[src/rtl/lut_interp_pipe.sv]
// lut_interp_pipe: three-stage linear interpolator between a 16-bit function LUT and a valid/ready stream.
// Ports: clk, reset (async high); in_valid/in_ready/in_x/in_tag; lut_x -> LUT; base_sample/next_sample/frac <- LUT;
//        out_valid/out_ready/out_sample/out_tag. Build option: LUT_INTERP_ROUND_EN (round-half-up instead of floor).
`ifndef LUT_FRAC_WIDTH
`define LUT_FRAC_WIDTH 4
`endif

module lut_interp_pipe #(
  parameter int FRAC_W = `LUT_FRAC_WIDTH,
  parameter int TAG_W  = 4
) (
  input  logic              clk,
  input  logic              reset,
  input  logic              in_valid,
  output logic              in_ready,
  input  logic [15:0]       in_x,
  input  logic [TAG_W-1:0]  in_tag,
  output logic [15:0]       lut_x,
  input  logic [15:0]       base_sample,
  input  logic [15:0]       next_sample,
  input  logic [FRAC_W-1:0] frac,
  output logic              out_valid,
  input  logic              out_ready,
  output logic [15:0]       out_sample,
  output logic [TAG_W-1:0]  out_tag
);

  localparam int PW = 17 + FRAC_W + 1;

  logic              en;
  logic              v0;
  logic              v1;
  logic [TAG_W-1:0]  tag0;
  logic [TAG_W-1:0]  tag1;
  logic [15:0]       base1;
  logic [16:0]       diff1;
  logic [FRAC_W-1:0] frac1;

  logic signed [PW-1:0] d_ext;
  logic signed [PW-1:0] f_ext;
  logic signed [PW-1:0] prod;
  logic signed [PW-1:0] prod_r;
  logic [15:0]          res;

`ifdef LUT_INTERP_ROUND_EN
  localparam logic [PW-1:0] HALF = PW'(1) << (FRAC_W - 1);
`endif

  // Whole pipe moves together; a full output stage with no taker freezes it.
  assign en       = !out_valid || out_ready;
  assign in_ready = en;

  // Product is held at full width so a 17-bit diff never wraps.
  always_comb begin
    d_ext = {{(PW-17){diff1[16]}}, diff1};
    f_ext = {{(PW-FRAC_W){1'b0}}, frac1};
    prod  = d_ext * f_ext;
`ifdef LUT_INTERP_ROUND_EN
    prod_r = prod + HALF;
`else
    prod_r = prod;
`endif
    res = 16'($signed({{(PW-16){base1[15]}}, base1})
              + (prod_r >>> FRAC_W));
  end

  always_ff @(posedge clk or posedge reset) begin
    if (reset) begin
      v0         <= 1'b0;
      v1         <= 1'b0;
      out_valid  <= 1'b0;
      lut_x      <= '0;
      tag0       <= '0;
      tag1       <= '0;
      base1      <= '0;
      diff1      <= '0;
      frac1      <= '0;
      out_sample <= '0;
      out_tag    <= '0;
    end else if (en) begin
      v0        <= in_valid;
      v1        <= v0;
      out_valid <= v1;
      if (in_valid) begin
        lut_x <= in_x;
        tag0  <= in_tag;
      end
      if (v0) begin
        base1 <= base_sample;
        diff1 <= {next_sample[15], next_sample}
               - {base_sample[15], base_sample};
        frac1 <= frac;
        tag1  <= tag0;
      end
      if (v1) begin
        out_sample <= res;
        out_tag    <= tag1;
      end
    end
  end

endmodule

[config.mk]
export PLATFORM = sky130hd
export DESIGN_NAME = lut_interp_pipe
export DESIGN_NICKNAME = d
export VERILOG_FILES = /design/src/rtl/lut_interp_pipe.sv
export SDC_FILE = /design/constraint.sdc
export NUM_CORES = 1
export LEC_CHECK = 0
export CORE_MARGIN = 2
export CORE_UTILIZATION = 56
export CTS_CLUSTER_DIAMETER = 100
export DETAILED_ROUTE_END_ITERATION = 12
export GPL_ROUTABILITY_DRIVEN = 0
export PLACE_DENSITY = 0.82
export SLEW_MARGIN = 30
export SYNTH_ARGS = -nofsm -noshare
export SYNTH_HDL_FRONTEND = slang
export SYNTH_SLANG_ARGS = --single-unit
[constraint.sdc]
create_clock -name clk -period 6.2 [get_ports clk]
set_input_delay 1.24 -clock clk [delete_from_list [all_inputs] [get_ports clk]]
set_output_delay 1.24 -clock clk [all_outputs]
set_load 0.02 [all_outputs]
Word level (Yosys, flattened, before mapping)
Cells that the tools add are included.
{"block": "classes", "add_sub_neg": 2, "multipliers": 1, "n_reduce_logical": 5}
{"op": "$mul 17x5->20", "count": 1}
{"op": "$sub 16x16->17", "count": 1}
{"op": "$add 16x16->16", "count": 1}
{"op": "$reduce_and 2->1", "count": 3}
{"op": "$logic_not 1->1", "count": 1}
{"op": "$logic_or 1x1->1", "count": 1}
{"block": "word_totals", "reg_bits": 84, "out_inout_bits": 38}

Logic depth before layout (Yosys ltp)
{"block": "depth", "ltp_word": 3, "ltp_mapped": 24, "mapped_depth_nobuf": 22}

Least setup slack after synthesis
No wires, ideal clock.
{"block": "synth_timing", "path_type": "flip-flop to flip-flop", "start": "reg frac1[2]", "end": "reg out_sample[15]", "setup_ps": 141, "arrival_ps": 5078, "setup_slack_ps": 980, "stages_incl_launch_ff": 24, "n_path_buf": 2, "path_cell_list": "dfrtp_1 buf_2 clkbuf_1 and2_1 ha_1 fa_1 inv_1 fa_1 inv_1 ha_1 or3_1 o21ai_0 nor2b_1 o21a_1 nor2_1 xnor2_1 ha_1 a211o_1 nand2b_1 o221ai_1 o31ai_1 o41ai_1 or4_1 a31oi_1"}
{"block": "synth_between", "elab_chain_len": 2}
{"item": "start: declaration", "line": "37", "rtl": "logic [FRAC_W-1:0] frac1;"}
{"item": "start signal: assignment", "line": "92", "rtl": "frac1 <= frac;"}
{"item": "$mul 17x5->20", "line": "57", "rtl": "prod = d_ext * f_ext;"}
{"item": "$add 16x16->16", "line": "64", "rtl": "+ (prod_r >>> FRAC_W));"}
{"item": "end signal: assignment", "line": "96", "rtl": "out_sample <= res;"}
{"item": "end: declaration", "line": "24", "rtl": "output logic [15:0] out_sample,"}
Every way passes these cells.
A chain may end at the register's enable or synchronous reset.

Worst setup path after layout
{"block": "layout_timing", "start": "reg frac1[3]", "end": "reg out_sample[15]"}
The elaborated chain is that of the path after synthesis.

==> qor.csv <==
metric,value,unit
cell taking the most area after synthesis,dfrtp_1,
1st-iter DRT viols,240,
number of synthesized flops with an enable pin,0,
Avg Vias per Cell,5.54,
most common library cells after synthesis,"nand2_1 (118), inv_1 (90), dfrtp_1 (84), ha_1 (68), o21ai_0 (55)",
layout cell share with drive strength beyond 1,6.79,%
register area share after synthesis,31.2,%
Worst-path clk slew,0.06,ns
routed length per placed instance,15.5,um
Mapped Cells,748,
WHS Path Cells,2,
footprint of the multi-input gates,4200,um^2
Clock Tree Buf Depth,2,
count of pins over their slew limit,0,
Post-Layout Cell Count,987,
register bit total from synthesis,84,
max_cap viols,0,
Fmax achieved,174,MHz
Post-CTS Setup Bufs,0,
min-delay worst type,flip-flop to flip-flop,
TritonCTS clock tree,yes,
CTS resizes,0,
arrival time worst endpoint,5.93,ns
DR pass1 iterations,4,
Worst Setup End Kind,flip-flop,
DIE AREA,12900,um^2
root buf cell,clkbuf_16,
DR vias,5471,
DRC errors left,0,
status,completed,
initial antenna violation count,0,
Worst-Margin Slew,0.825,ns
Starting Density,56.8,%
slew margin rel.,44.9,%
final WL,15.3,mm
setup TNS,0,ns
Final Skew,0.00752,ns
CP Max Fanout,18,
Core Area,11900,um^2
DIE HEIGHT,114,um
# diodes,0,
fraction of registers with async set/reset,100,%
Yosys cell types,58,
Hold WS,0.473,ns
synth top area cells,"dfrtp_1 (31%), ha_1 (13%), fa_1 (9.8%)",
Syn Nets,909,
Post-CTS Hold Fix Bufs,0,
GR Overflow Total,0,
GRT Total Usage,25.1,%
nets,996,
r2r startpoint,frac1[3],
Mapped Area,6730,um^2
R2R setup slack,0.45,ns
crit share post-route,92.7,%
Hold EP,out_sample[1],
Final setup viols,0,
CP Launch Type,flip-flop,
largest net degree at the start of global routing,85,
Ys Warns,0,
Skew-Pair Late Insertion Delay,0.35,ns
first-pass GRT wire length,25.9,mm
hold path start,out_sample[1],
clock sink count,84,
num rows,40,
unrepaired setup endpoints after global routing,no,
kind of critical path,flip-flop to flip-flop,
total CTS buffers,9,
H-tree depth,3,
vias in the first global route,5652,
Worst R2R End,out_sample[15],
most common cell in the netlist,nand2_1,
Tmin final,5.75,ns
Antenna Violating Nets Remaining,0,
final hold vios,0,
Storage cell area,2100,um^2
Critical Path RT,6.38,ns
Post-Place Cells,971,
"Top FF cell, synth",dfrtp_1,
# IOs,98,
fillcell total,901,
Syn Area/Cell,9.00,um^2
HPWL reported at the end of detailed placement,11.6,mm
Die Wd,114,um
post-synth top area share,31.2,%
reg2reg path depth,21,
# port buffers,97,
area growth from synthesis to layout,21.0,%
==> per-stage QoR <==
step	util, %	setup WS, ns	instance area [um^2]
after floorplan	-	0.980	6730
after global placement	65.9	0.725	7820
after detailed placement	65.9	0.452	7820
after CTS	68.7	0.454	8140
after global routing	68.7	0.0315	8140
final	68.7	0.451	8140
==> per-layer routing <==
metal  global-route usage, %  part of all wire, %  vias to the layer above
met3                    4.78                  6.1                       25
met5                       0                    0                        -
met1                    31.0                   42                     2594
met2                    43.4                   50                      177
li1                        -                    -                     2675
met4                    10.2                  2.1                        0
==> worst max-delay path by stage <==
stage                     endpoint      from  cells past startpoint
finish              out_sample[15]  frac1[3]                     21
global route        out_sample[15]  frac1[3]                     22
CTS                 out_sample[15]  frac1[3]                     21
detailed placement  out_sample[15]  frac1[3]                     21
global placement    out_sample[15]  frac1[3]                     21
floorplan           out_sample[15]  frac1[2]                     23
==> cells by family after synthesis <==
| kind of cell | count (synthesis) | share of synthesized area, % |
|---|---|---|
| flops | 84 | 31.2 |
| buf+inv | 114 | 6.45 |
| fa+ha+maj | 101 | 22.4 |
| compound gates | 135 | 13.2 |
| mux | 20 | 3.35 |
| simple gates | 257 | 18.5 |
| xor+xnor | 37 | 4.81 |
==> critical path: stages, from the launching register on <==
cell	delay, ns
dfrtp_1	0.54
and2_2	0.28
ha_1	0.31
fa_1	0.55
inv_1	0.06
fa_1	0.53
inv_1	0.04
ha_1	0.21
or3_1	0.37
o21ai_0	0.27
nor2b_1	0.10
o21a_1	0.19
nor2_1	0.11
xnor2_1	0.13
ha_1	0.29
a211o_1	0.34
nand2b_1	0.16
o221ai_1	0.32
o31ai_1	0.17
o41ai_1	0.35
or4_1	0.17
a31oi_1	0.09
==> state kept, by name, summed over array words and instances, names as in the netlist, 4 cells and up <==
signal / flops
diff1: 17
tag0: 4
frac1: 4
tag1: 4
lut_x: 16
out_sample: 16
out_tag: 4
base1: 16
==> cell usage in the layout (no fill, tap or decap), types with 6 or more instances in the layout <==
cell type / Yosys / layout
a211oi_1: 7 / 7
a21o_1: 11 / 11
a21oi_1: 13 / 13
a31oi_1: 7 / 7
and2_1: 45 / 45
and2_2: 7 / 7
clkbuf_16: 0 / 9
clkdlybuf4s50_1: 0 / 97
dfrtp_1: 84 / 84
fa_1: 33 / 33
ha_1: 68 / 68
inv_1: 90 / 89
mux2_2: 20 / 20
nand2_1: 118 / 117
nand2b_1: 9 / 9
nand3_1: 6 / 6
nor2_1: 33 / 33
nor3_1: 11 / 11
o21a_1: 6 / 6
o21ai_0: 55 / 55
xnor2_1: 18 / 18
xor2_1: 19 / 19
==> cell type report <==
cell class | instances | share of cell area, %
timing repair buffer | 100 | 12.2
clock buffer | 10 | 2.81
tap | 147 | 2.26
sequential | 84 | 25.8
inverter | 90 | 4.16
multi-input combinational | 550 | 51.6
clock inverter | 6 | 1.15
Power is left out: the tool's default activity adds up to more than one toggle a clock period on the data nets, which glitch-free logic cannot reach.
